[src/rtl/data_reg_reader.sv]
// ----------------------------------------------------------------------------
// data_reg_reader
//
// Read-side companion to the 4-unit data register bank. On a request it takes
// a snapshot of the bank's four outputs and streams the words, one per beat,
// over a valid/ready interface. Each beat carries the word's unit address.
// A full scan sends units 0..LAST_ADDR. A single addressed read sends one word.
//
// Ports
//   clk          rising-edge clock
//   reset        synchronous, active-high reset
//   in0..in3     bank outputs for units 0..3
//   readAll      request a full scan (0..LAST_ADDR)
//   readAddress  request a single word at 'address'; wins over readAll
//   address      unit selected for readAddress
//   outReady     downstream accepts the current beat
//   dataOut      current word
//   outAddress   unit index of dataOut
//   outValid     beat valid
//   outLast      marks the final beat of a transfer
//   busy         high while sending and during the done cycle
//   done         one-cycle pulse after the final beat is accepted
// ----------------------------------------------------------------------------
module data_reg_reader #(
    parameter int WIDTH     = 32,
    parameter int LAST_ADDR = 3
) (
    input  logic             clk,
    input  logic             reset,
    input  logic [WIDTH-1:0] in0,
    input  logic [WIDTH-1:0] in1,
    input  logic [WIDTH-1:0] in2,
    input  logic [WIDTH-1:0] in3,
    input  logic             readAll,
    input  logic             readAddress,
    input  logic [1:0]       address,
    input  logic             outReady,
    output logic [WIDTH-1:0] dataOut,
    output logic [1:0]       outAddress,
    output logic             outValid,
    output logic             outLast,
    output logic             busy,
    output logic             done
);

    typedef enum logic [1:0] {IDLE, SEND, DONE} state_t;

    localparam logic [1:0] SCAN_END = 2'(LAST_ADDR);

    state_t           state, state_next;
    logic [WIDTH-1:0] snap [4];
    logic [WIDTH-1:0] snap_next [4];
    logic [WIDTH-1:0] in_words [4];
    logic [1:0]       cur, cur_next;
    logic [1:0]       end_addr, end_next;
    logic [1:0]       cur_inc;
    logic [WIDTH-1:0] data_next;
    logic [1:0]       addr_next;
    logic             valid_next, last_next, busy_next, done_next;

    assign in_words[0] = in0;
    assign in_words[1] = in1;
    assign in_words[2] = in2;
    assign in_words[3] = in3;
    assign cur_inc     = cur + 2'd1;

    // State and registered outputs. Every output is loaded from its
    // precomputed next value, so the first beat is already on the bus in the
    // cycle right after the request edge.
    always_ff @(posedge clk) begin
        if (reset) begin
            state      <= IDLE;
            cur        <= '0;
            end_addr   <= '0;
            dataOut    <= '0;
            outAddress <= '0;
            outValid   <= 1'b0;
            outLast    <= 1'b0;
            busy       <= 1'b0;
            done       <= 1'b0;
            for (int i = 0; i < 4; i++) begin
                snap[i] <= '0;
            end
        end else begin
            state      <= state_next;
            cur        <= cur_next;
            end_addr   <= end_next;
            dataOut    <= data_next;
            outAddress <= addr_next;
            outValid   <= valid_next;
            outLast    <= last_next;
            busy       <= busy_next;
            done       <= done_next;
            snap       <= snap_next;
        end
    end

    // Next-state and next-output logic. In IDLE the word for the first beat
    // comes straight from the bank inputs, because the snapshot is loaded on
    // the same edge. Later beats read the snapshot, so changes on the inputs
    // after the request edge never reach queued words.
    always_comb begin
        state_next = state;
        snap_next  = snap;
        cur_next   = cur;
        end_next   = end_addr;
        data_next  = dataOut;
        addr_next  = outAddress;
        valid_next = outValid;
        last_next  = outLast;
        busy_next  = busy;
        done_next  = 1'b0;

        unique case (state)
            IDLE: begin
                valid_next = 1'b0;
                last_next  = 1'b0;
                busy_next  = 1'b0;
                if (readAddress) begin
                    snap_next  = in_words;
                    cur_next   = address;
                    end_next   = address;
                    data_next  = in_words[address];
                    addr_next  = address;
                    valid_next = 1'b1;
                    last_next  = 1'b1;
                    busy_next  = 1'b1;
                    state_next = SEND;
                end else if (readAll) begin
                    snap_next  = in_words;
                    cur_next   = 2'd0;
                    end_next   = SCAN_END;
                    data_next  = in0;
                    addr_next  = 2'd0;
                    valid_next = 1'b1;
                    last_next  = (SCAN_END == 2'd0);
                    busy_next  = 1'b1;
                    state_next = SEND;
                end
            end

            SEND: begin
                busy_next = 1'b1;
                if (outValid && outReady) begin
                    if (outLast) begin
                        valid_next = 1'b0;
                        last_next  = 1'b0;
                        done_next  = 1'b1;
                        state_next = DONE;
                    end else begin
                        cur_next  = cur_inc;
                        data_next = snap[cur_inc];
                        addr_next = cur_inc;
                        last_next = (cur_inc == end_addr);
                    end
                end
            end

            DONE: begin
                busy_next  = 1'b0;
                valid_next = 1'b0;
                state_next = IDLE;
            end

            default: begin
                state_next = IDLE;
            end
        endcase
    end

endmodule
[config.mk]
export PLATFORM = sky130hd
export DESIGN_NAME = data_reg_reader
export DESIGN_NICKNAME = d
export VERILOG_FILES = /design/src/rtl/data_reg_reader.sv
export SDC_FILE = /design/constraint.sdc
export NUM_CORES = 1
export LEC_CHECK = 0
export ABC_AREA = 1
export ABC_CLOCK_PERIOD_IN_PS = 2070
export BUFFER_PORTS_ARGS = -buffer_cell sky130_fd_sc_hd__buf_2
export CAP_MARGIN = 0
export CELL_PAD_IN_SITES_DETAIL_PLACEMENT = 0
export CELL_PAD_IN_SITES_GLOBAL_PLACEMENT = 1
export CORE_MARGIN = 2
export CORE_UTILIZATION = 39
export DETAILED_ROUTE_END_ITERATION = 16
export PLACE_DENSITY = 0.87
export SYNTH_ARGS = -nofsm -noshare
export SYNTH_HDL_FRONTEND = slang
export SYNTH_SLANG_ARGS = --single-unit
[constraint.sdc]
create_clock -name clk -period 2.07 [get_ports clk]
set_input_delay 0.3105 -clock clk [delete_from_list [all_inputs] [get_ports clk]]
set_output_delay 0.3105 -clock clk [all_outputs]
set_load 0.005 [all_outputs]
==> metrics.yaml, run 1 <==
run_status:
  outcome: "complete, no violations"
place:
  dpl_cell_area_um2: 10100
  place.gp.congestion: 0.793
  dp.cells: 1841
  place.port_buffers: 172
  hpwl_um: 18800
global_routing:
  grt_pass1_vias: 8696
  grt_pass1_wl_um: 46200
  antenna_found_initial: 1
  grt_max_degree: 87
  gr-total-overflow: 0
  grt.total_usage: 0.240
pwr:
  p_switching_uw: 5810
  pwr-share-seq: 0.351
  peakVddDrop_mv: 0.774
  internal_power_uw: 8800
  combPwrFrac: 0.405
  p_sw_frac: 0.398
  p_leak_uw: 0.00558
  clockPowerShare: 0.244
  power.density_nw_per_um2: 1350
route:
  postRouteAntennaNets: 0
  routedWlPerCell_um: 15.4
  firstDrtPassIters: 5
  met2_length_um: 13100
  drt-met1-wl_um: 13800
  drt_wl_total_um: 28800
  drtIter0Drc: 682
  met3_wirelength_um: 1630
  via_per_inst: 4.99
  drcViolationCount: 0
  vias: 9353
  top_layer_used: "met4"
sta:
  rsz0062_at_grt: "false"
  finalSetupViolations: 0
  timing.hold.ws_ns: 0.104
  slew_violations: 0
  worstMarginPinSlew_ns: 0.593
  fin_crit_ns: 1.73
  setup_tns_ns: 0
  fmax_mhz: 579
  slew_headroom: 0.604
  finalCritPeriodShare: 0.834
  finClkSkew_ns: 0.0104
  hold_viol: 0
finish:
  final_cell_area_um2: 10800
  nFillCells: 2377
  fin_cells: 1873
  drive_gt1_frac: 0.159
  final_nets: 1715
  antenna_cells: 0
  syn2layout_area_growth_pct: 19.6
clock_tree:
  tritoncts: "built"
  clk_path_buf_depth: 2
  htree_levels: 4
  clk_pin_slew_ns: 0.07
  post_cts_buffers: 0
  cts-resized-gates: 0
  clock_latency_ns: 0.43
  clock_sinks: 170
  cts_hold_buf: 0
  cts-root-buf: "clkbuf_16"
  numCtsBuffers: 17
yosys:
  syn_nets: 1589
  avgSynthCellArea_um2: 6.22
  synth_cell_type_count: 25
  synth_adder_area_share: 0.00694
  synth-edff-count: 0
  synth_top_area_frac: 0.377
  ys_warn_count: 0
  async_flop_share: 0
  muxShareOfSynthArea: 0
  yosys.area_share.xor_xnor: 0.000971
  yosys.area_share.simple: 0.274
  synthTopCellsByArea: "dfxtp_1, nand2_1, a21oi_1"
  ys_ff_latch: 170
  synth_compound_area_frac: 0.198
  synth_commonest_cells: "nand2_1, inv_1, a21oi_1"
  syn_inst: 1449
  synth_top_family_by_area: "simple AND/OR/NAND/NOR gates"
  yosysSeqAreaShare: 0.377
  synth_area_um2: 9020
  synth.most_common_cell: "nand2_1"
  yosys_most_used_dff: "dfxtp_1"
  synth_largest_area_cell: "dfxtp_1"
critical_path:
  path_max_fanout: 17
  worstSetupPathType: "flip-flop to flip-flop"
  required_ns: 2.37
  cp.arrival_ns: 2.03
  cp-end-kind: "flip-flop"
  rrSetupSlack_ns: 0.34
  start_kind: "flip-flop"
floorplan:
  io_pins: 173
  die_area_um2: 24400
  core_area_um2: 22600
  die_width_um: 156
  die_y_um: 156
  rows: 55
  start_util: 0.398
run:
  drv_cap: 0
worst_hold_path:
  hp-class: "input pin to flip-flop"
[path summary, 6_finish.rpt]
| check | from | end | cells past startpoint |
|---|---|---|---|
| max | state[1]$_SDFFE_PP0P_ | cur[0]$_SDFFE_PP0P_ | 8 |
| min | reset | done$_SDFF_PP0_ | 2 |
| max reg2reg | state[1]$_SDFFE_PP0P_ | cur[0]$_SDFFE_PP0P_ | 8 |
| min reg2reg | snap[51]$_SDFFE_PP0P_ | snap[51]$_SDFFE_PP0P_ | 2 |
[worst max-delay path, cell delays in order (launching register included)]
cell     delay, ns
dfxtp_1       0.33
inv_1         0.14
ha_2          0.27
nand3_1       0.13
nand2_1       0.14
nand3_2       0.13
buf_4         0.24
o21ai_0       0.17
a21oi_1       0.05
[layer usage]
metal / track usage / vias to the layer above
met2: 0.388 / 293
met5: 0 / -
met3: 0.0386 / 26
met1: 0.334 / 4222
li1: - / 4812
met4: 0.0607 / 0
[state kept, by name, indices dropped and copies added (netlist names), 2 cells and up]
signal	flops
snap	128
state	2
end_addr	2
dataOut	32
cur	2
[cell type report]
class                           instances  area [um2]  share of cell area
Clock buffer                           22         464              0.0430
Clock inverter                         10         189              0.0175
Inverter                              209         792              0.0734
Timing Repair Buffer                  205        1250               0.116
Multi-Input combinational cell        972        4330               0.402
Sequential cell                       170        3400               0.316
Tap cell                              285         357              0.0331
[per-stage QoR]
| stage | worst slack (ns) | total power (uW) | utilization |
|---|---|---|---|
| final | 0.343 | 14600 | 0.476 |
| after global routing | 0.157 | 15800 | 0.476 |
| after CTS | 0.361 | 14700 | 0.476 |
| after detailed placement | 0.384 | 11100 | 0.448 |
| after global placement | 0.450 | 11000 | 0.448 |
| after floorplan | 0.556 | 9160 | - |
[power by group through the flow]
stage | clock, uW | combinational [uW] | sequential [uW]
floorplan | 0 | 4160 | 4990
global placement | 0 | 5800 | 5160
detailed placement | 0 | 5890 | 5170
CTS | 3610 | 5930 | 5120
global route | 3740 | 6780 | 5260
finish | 3560 | 5920 | 5120
[cells in the final DEF, fill, tap and decap left out, types with 2 or more instances in the layout]
master       n
buf_12      11
clkinv_4     2
ha_1         4
nand2_1    478
nor2_1       7
inv_1      201
nand3_1    116
o21ai_1     50
buf_4       22
nor2_4       2
clkbuf_16   17
clkbuf_8     2
o21ai_0    105
clkbuf_1     3
inv_2        6
nand2_2      3
bufinv_16    5
inv_6        2
buf_2      172
a21oi_1    199
dfxtp_1    169
[kinds of logic (layout without fill, tap and decap cells)]
family,count (synthesis),in the layout
flops,170,170
simple gates,610,610
compound gates,356,356
buf+inv,307,446
xor+xnor,1,1
fa+ha+maj,5,5
(Power assumes the default switching activity.)
==> run 2: changes to the inputs <==
ABC_CLOCK_PERIOD_IN_PS = 1800   (was 2070)
clock period = 1.8 ns   (was 2.07 ns; I/O delays follow)
==> run 2 against run 1 <==
Effect of this change:
- total power up 13%
- final cell count is 0.32% higher
- via count rose by 1.0%
- first-iteration DRC count decreased by 0.15%
- non-clock buffer count grew 8
- maximum frequency up 5.9%
- die area is the same
- clock-buffer cell count grew 2
- sequential power increased by 14%
- critical path type unchanged
- largest power group unchanged
==> metrics.yaml, run 2 (synthesis results as in run 1) <==
run_status:
  outcome: "complete, no violations"  # unchanged
finish:
  final_cell_mix: "nand2_1, inv_1, a21oi_1"  # unchanged
  fin_cells: 1879  # was 1873
  antenna_cells: 0  # unchanged
  reg_top3: "snap (128), dataOut (32)"  # unchanged
  final_nets: 1723  # was 1715
  regMostFlops: "snap"  # unchanged
  final_common_cell: "nand2_1"  # unchanged
  largest_register_ff_count: 128  # unchanged
  syn2layout_area_growth_pct: 20.4  # was 19.6%
  drive_gt1_frac: 0.162  # was 0.159
  nFillCells: 2355  # was 2377
global_routing:
  grt_pass1_wl_um: 45100  # was 46200 um
  antenna_found_initial: 0  # was 1
  gr-usage-met1: 0.331  # was 0.334
  grt.busiest_layer: "met2"  # unchanged
  grt.total_usage: 0.234  # was 0.240
  grt_max_degree: 49  # was 87
  use_met3: 0.0372  # was 0.0386
  use_met2: 0.374  # was 0.388
  grt_pass1_vias: 8518  # was 8696
  gr-total-overflow: 0  # unchanged
floorplan:
  io_pins: 173  # unchanged
  rows: 55  # unchanged
  die_y_um: 156  # unchanged
  core_area_um2: 22600  # unchanged
  die_width_um: 156  # unchanged
  die_area_um2: 24400  # unchanged
  start_util: 0.398  # unchanged
clock_tree:
  clock_latency_ns: 0.43  # about the same
  clk_path_buf_depth: 2  # unchanged
  post_cts_buffers: 0  # unchanged
  tritoncts: "built"  # unchanged
  clk_pin_slew_ns: 0.07  # about the same
  numCtsBuffers: 17  # unchanged
  cts-root-buf: "clkbuf_16"  # unchanged
  htree_levels: 4  # unchanged
  cts_hold_buf: 0  # unchanged
  clock_sinks: 170  # unchanged
  cts-resized-gates: 0  # unchanged
route:
  firstDrtPassIters: 5  # unchanged
  vias: 9447  # was 9353
  drcViolationCount: 0  # unchanged
  drt_wl_total_um: 28400  # was 28800 um
  via_per_inst: 5.03  # was 4.99
  routedWlPerCell_um: 15.1  # was 15.4 um
  postRouteAntennaNets: 0  # unchanged
  drtIter0Drc: 681  # was 682
critical_path:
  rrSetupSlack_ns: 0.17  # was 0.34 ns
  cp.arrival_ns: 1.93  # was 2.03 ns
  path_max_fanout: 27  # was 17
  required_ns: 2.10  # was 2.37 ns
  start_kind: "flip-flop"  # unchanged
  r2r-end: "cur[0]$_SDFFE_PP0P_"  # unchanged
  cp-end-kind: "flip-flop"  # unchanged
  reg2reg_depth: 7  # was 8
  worstSetupPathType: "flip-flop to flip-flop"  # unchanged
  timing.rr.start: "state[0]$_SDFFE_PP0P_"  # was state[1]$_SDFFE_PP0P_
place:
  place.gp.congestion: 0.830  # was 0.793
  dp.cells: 1849  # was 1841
  place.port_buffers: 172  # unchanged
  hpwl_um: 19100  # was 18800 um
pwr:
  p_leak_uw: 0.00561  # was 0.00558 uW
  p_switching_uw: 6640  # was 5810 uW
  power.density_nw_per_um2: 1520  # was 1350 nW/um2
  p_sw_frac: 0.402  # was 0.398
  internal_power_uw: 9890  # was 8800 uW
  pwr-share-seq: 0.352  # was 0.351
  clockPowerShare: 0.223  # was 0.244
  peakVddDrop_mv: 0.754  # was 0.774 mV
  report.power.total_uw: 16500  # was 14600 uW
  combPwrFrac: 0.424  # was 0.405
sta:
  fmax_mhz: 613  # was 579 MHz
  finClkSkew_ns: 0.0121  # was 0.0104 ns
  hold_viol: 0  # unchanged
  rsz0062_at_grt: "false"  # unchanged
  fin_crit_ns: 1.63  # was 1.73 ns
  finalSetupViolations: 0  # unchanged
  finalCritPeriodShare: 0.906  # was 0.834
  worstMarginPinSlew_ns: 0.454  # was 0.593 ns
  slew_headroom: 0.696  # was 0.604
  setup_tns_ns: 0  # unchanged
  slew_violations: 0  # unchanged
  timing.hold.ws_ns: 0.0764  # was 0.104 ns
run:
  drv_cap: 0  # unchanged
worst_hold_path:
  hp-class: "input pin to flip-flop"  # unchanged
  holdPathEnd: "done$_SDFF_PP0_"  # unchanged
  worstHoldPathCells: 2  # unchanged
  hp-start: "reset"  # unchanged
-- run 2: cell types whose count changed in the layout (fill, tap and decap cells not counted), sizes merged --
cell | before | now
clkinvlp | 1 | 2
inv | 210 | 209
clkbuf | 22 | 24
buf | 205 | 213
clkinv | 3 | 2
bufinv | 5 | 2
-- run 2: routing by layer --
metal	part of all wire	up-vias
met2	0.46	315
met4	0.015	0
li1	-	4835
met1	0.47	4267
met3	0.062	30
met5	0	-
-- run 2: worst max-delay path, cell delays in order, from the launching register on --
cell and delay (ns):
dfxtp_1 0.44, inv_1 0.11, ha_1 0.27, nand2_1 0.14, nand3_2 0.15, buf_12 0.20
o21ai_0 0.15, a21oi_1 0.05
-- run 2: worst max-delay path by stage --
| stage | from | end | slack (ns) | depth (start not counted) |
|---|---|---|---|---|
| after global placement | state[1]$_SDFFE_PP0P_ | cur[0]$_SDFFE_PP0P_ | 0.26 | 8 |
| after floorplan | state[1]$_SDFFE_PP0P_ | dataOut[10]$_SDFFE_PP0P_ | 0.29 | 10 |
| after global routing | state[1]$_SDFFE_PP0P_ | cur[0]$_SDFFE_PP0P_ | 0.01 | 8 |
| after CTS | state[1]$_SDFFE_PP0P_ | cur[0]$_SDFFE_PP0P_ | 0.16 | 8 |
| final | state[0]$_SDFFE_PP0P_ | cur[0]$_SDFFE_PP0P_ | 0.17 | 7 |
| after detailed placement | state[1]$_SDFFE_PP0P_ | cur[0]$_SDFFE_PP0P_ | 0.18 | 8 |
-- run 2: power groups by stage --
| stage | Clock, uW | Combinational, uW | Sequential [uW] |
|---|---|---|---|
| 5_1_grt | 3920 | 7960 | 5970 |
| 3_5_place_dp | 0 | 6950 | 5870 |
| 4_1_cts | 3740 | 6990 | 5810 |
| 3_3_place_gp | 0 | 6850 | 5860 |
| 6_report | 3690 | 7020 | 5830 |
| 2_1_floorplan | 0 | 4790 | 5740 |
-- run 2: area by class of cell --
| class | count | area (um2) | share of cell area |
|---|---|---|---|
| Sequential cell | 170 | 3400 | 0.313 |
| Inverter | 209 | 792 | 0.0729 |
| Tap cell | 285 | 357 | 0.0328 |
| Multi-Input combinational cell | 972 | 4340 | 0.400 |
| Clock inverter | 6 | 88.8 | 0.00818 |
| Timing Repair Buffer | 213 | 1390 | 0.128 |
| Clock buffer | 24 | 492 | 0.0453 |
-- run 2: metrics by stage --
step | util | setup slack (ns) | cell area [um2]
2_1_floorplan | - | 0.286 | 9020
3_3_place_gp | 0.454 | 0.260 | 10300
3_5_place_dp | 0.454 | 0.185 | 10300
4_1_cts | 0.479 | 0.162 | 10800
5_1_grt | 0.480 | 0.0111 | 10900
6_report | 0.480 | 0.170 | 10900
==> run 3: changes to the inputs <==
==> constraint.sdc (replaced) <==
create_clock -name clk -period 1.8 [get_ports clk]
set_input_delay 0.54 -clock clk [delete_from_list [all_inputs] [get_ports clk]]
set_output_delay 0.54 -clock clk [all_outputs]
set_load 0.005 [all_outputs]
==> run 3 against run 2 <==
Effect of this change:
- total power rose by 1.5%
- design area rose by 0.27%
- clock-buffer cell count fell by 5
==> metrics.yaml, run 3 (synthesis results as in run 1) <==
run_status:
  outcome: "complete, no violations"  # unchanged
pwr:
  p_leak_uw: 0.00562  # was 0.00561 uW
  report.power.total_uw: 16800  # was 16500 uW
  power.density_nw_per_um2: 1540  # was 1520 nW/um2
  peakVddDrop_mv: 0.835  # was 0.754 mV
sta:
  post-route-worst-setup-slack_ns: 0.125  # was 0.170 ns
  fmax_mhz: 597  # was 613 MHz
  finClkSkew_ns: 0.0116  # was 0.0121 ns
  rsz0062_at_grt: "false"  # unchanged
  finalSetupViolations: 0  # unchanged
  timing.hold.ws_ns: 0.319  # was 0.0764 ns
  hold_viol: 0  # unchanged
  slew_headroom: 0.690  # was 0.696
  fin_crit_ns: 1.68  # was 1.63 ns
  worstMarginPinSlew_ns: 0.463  # was 0.454 ns
  slew_violations: 0  # unchanged
  finalCritPeriodShare: 0.931  # was 0.906
  setup_tns_ns: 0  # unchanged
critical_path:
  cp.arrival_ns: 1.14  # was 1.93 ns
  slowest_delay_ns: 0.41  # was 0.44 ns
  path_cells: "buf_4, buf_2"  # was inv_1, ha_1, nand2_1, nand3_2, buf_12, o21ai_0, a21oi_1
  critPathBufInv: 2  # unchanged
  critPathTopFamily: "flip-flops"  # unchanged
  cp-end-kind: "output pin"  # was flip-flop
  slowest_stage: "dfxtp_2"  # was dfxtp_1
  start_kind: "flip-flop"  # unchanged
  path_max_fanout: 6  # was 27
  required_ns: 1.26  # was 2.10 ns
  worstSetupPathType: "flip-flop to output pin"  # was flip-flop to flip-flop
route:
  drt_wl_total_um: 29000  # was 28400 um
  postRouteAntennaNets: 0  # unchanged
  met2_length_um: 13200  # was 13000 um
  top_layer_used: "met4"  # unchanged
  met3_wirelength_um: 1620  # was 1760 um
  routedWlPerCell_um: 15.4  # was 15.1 um
  drcViolationCount: 0  # unchanged
  drt-met1-wl_um: 13800  # was 13300 um
  via_per_inst: 5.00  # was 5.03
  firstDrtPassIters: 5  # unchanged
  drtIter0Drc: 716  # was 681
  vias: 9398  # was 9447
global_routing:
  grt.total_usage: 0.237  # was 0.234
  gr-total-overflow: 0  # unchanged
  grt_max_degree: 77  # was 49
  antenna_found_initial: 0  # unchanged
  grt_pass1_wl_um: 45700  # was 45100 um
  grt_pass1_vias: 8573  # was 8518
clock_tree:
  cts-root-buf: "clkbuf_16"  # unchanged
  cts_hold_buf: 0  # unchanged
  htree_levels: 4  # unchanged
  tritoncts: "built"  # unchanged
  clk_path_buf_depth: 2  # unchanged
  clock_sinks: 170  # unchanged
  numCtsBuffers: 17  # unchanged
  post_cts_buffers: 0  # unchanged
  clock_latency_ns: 0.44  # was 0.43 ns
  cts-resized-gates: 1  # was 0
  clk_pin_slew_ns: 0.07  # about the same
finish:
  multiInputGateArea_um2: 4350  # was 4340 um2
  syn2layout_area_growth_pct: 20.8  # was 20.4%
  final_common_cell: "nand2_1"  # unchanged
  area.sequential_um2: 3410  # was 3400 um2
  antenna_cells: 0  # unchanged
  final_nets: 1720  # was 1723
  regMostFlops: "snap"  # unchanged
  final_cell_mix: "nand2_1, inv_1, a21oi_1"  # unchanged
  largest_register_ff_count: 128  # unchanged
  reg_top3: "snap (128), dataOut (32)"  # unchanged
  drive_gt1_frac: 0.164  # was 0.162
  nFillCells: 2363  # was 2355
floorplan:
  core_area_um2: 22600  # unchanged
  io_pins: 173  # unchanged
  die_area_um2: 24400  # unchanged
  rows: 55  # unchanged
  start_util: 0.398  # unchanged
  die_width_um: 156  # unchanged
  die_y_um: 156  # unchanged
run:
  drv_cap: 0  # unchanged
place:
  hpwl_um: 18900  # was 19100 um
  place.gp.congestion: 0.816  # was 0.830
  pre_cts_ws_ns: 0.0858  # was 0.185 ns
  place.port_buffers: 172  # unchanged
worst_hold_path:
  hp-class: "input pin to flip-flop"  # unchanged
[run 3: final timing paths]
| check | from | end | slack (ns) | depth (start not counted) |
|---|---|---|---|---|
| setup / recovery | cur[1]$_SDFFE_PP0P_ | outAddress[1] | 0.12 | 2 |
| hold / removal | reset | done$_SDFF_PP0_ | 0.32 | 2 |
| setup reg to reg | cur[0]$_SDFFE_PP0P_ | dataOut[5]$_SDFFE_PP0P_ | 0.16 | 7 |
| hold reg to reg | snap[51]$_SDFFE_PP0P_ | snap[51]$_SDFFE_PP0P_ | 0.45 | 2 |
[run 3: report_power, final]
group          total, uW  switching [uW]  internal (uW)  leakage, uW
Sequential          5860             712           5150      0.00141
Clock               3930            1660           2270     0.000296
Combinational       6990            4430           2560      0.00391
Total              16800            6800           9980      0.00562
[run 3: through the flow]
stage	instance area [um2]	instances	utilization
detailed placement	10300	1846	0.453
CTS	10900	1878	0.481
floorplan	9020	1449	-
finish	10900	1878	0.481
global route	10900	1878	0.481
global placement	10300	1846	0.453
[run 3: final cells by class]
class	instances	area share
multi-input combinational	972	0.399
sequential	170	0.313
timing repair buffer	210	0.126
inverter	209	0.0727
clock buffer	19	0.0416
tap	285	0.0327
clock inverter	13	0.0153
[run 3: per-layer routing]
metal | GRT usage | vias up
met5 | 0 | -
met4 | 0.0633 | 0
met3 | 0.0375 | 31
met2 | 0.377 | 286
met1 | 0.335 | 4259
li1 | - | 4822
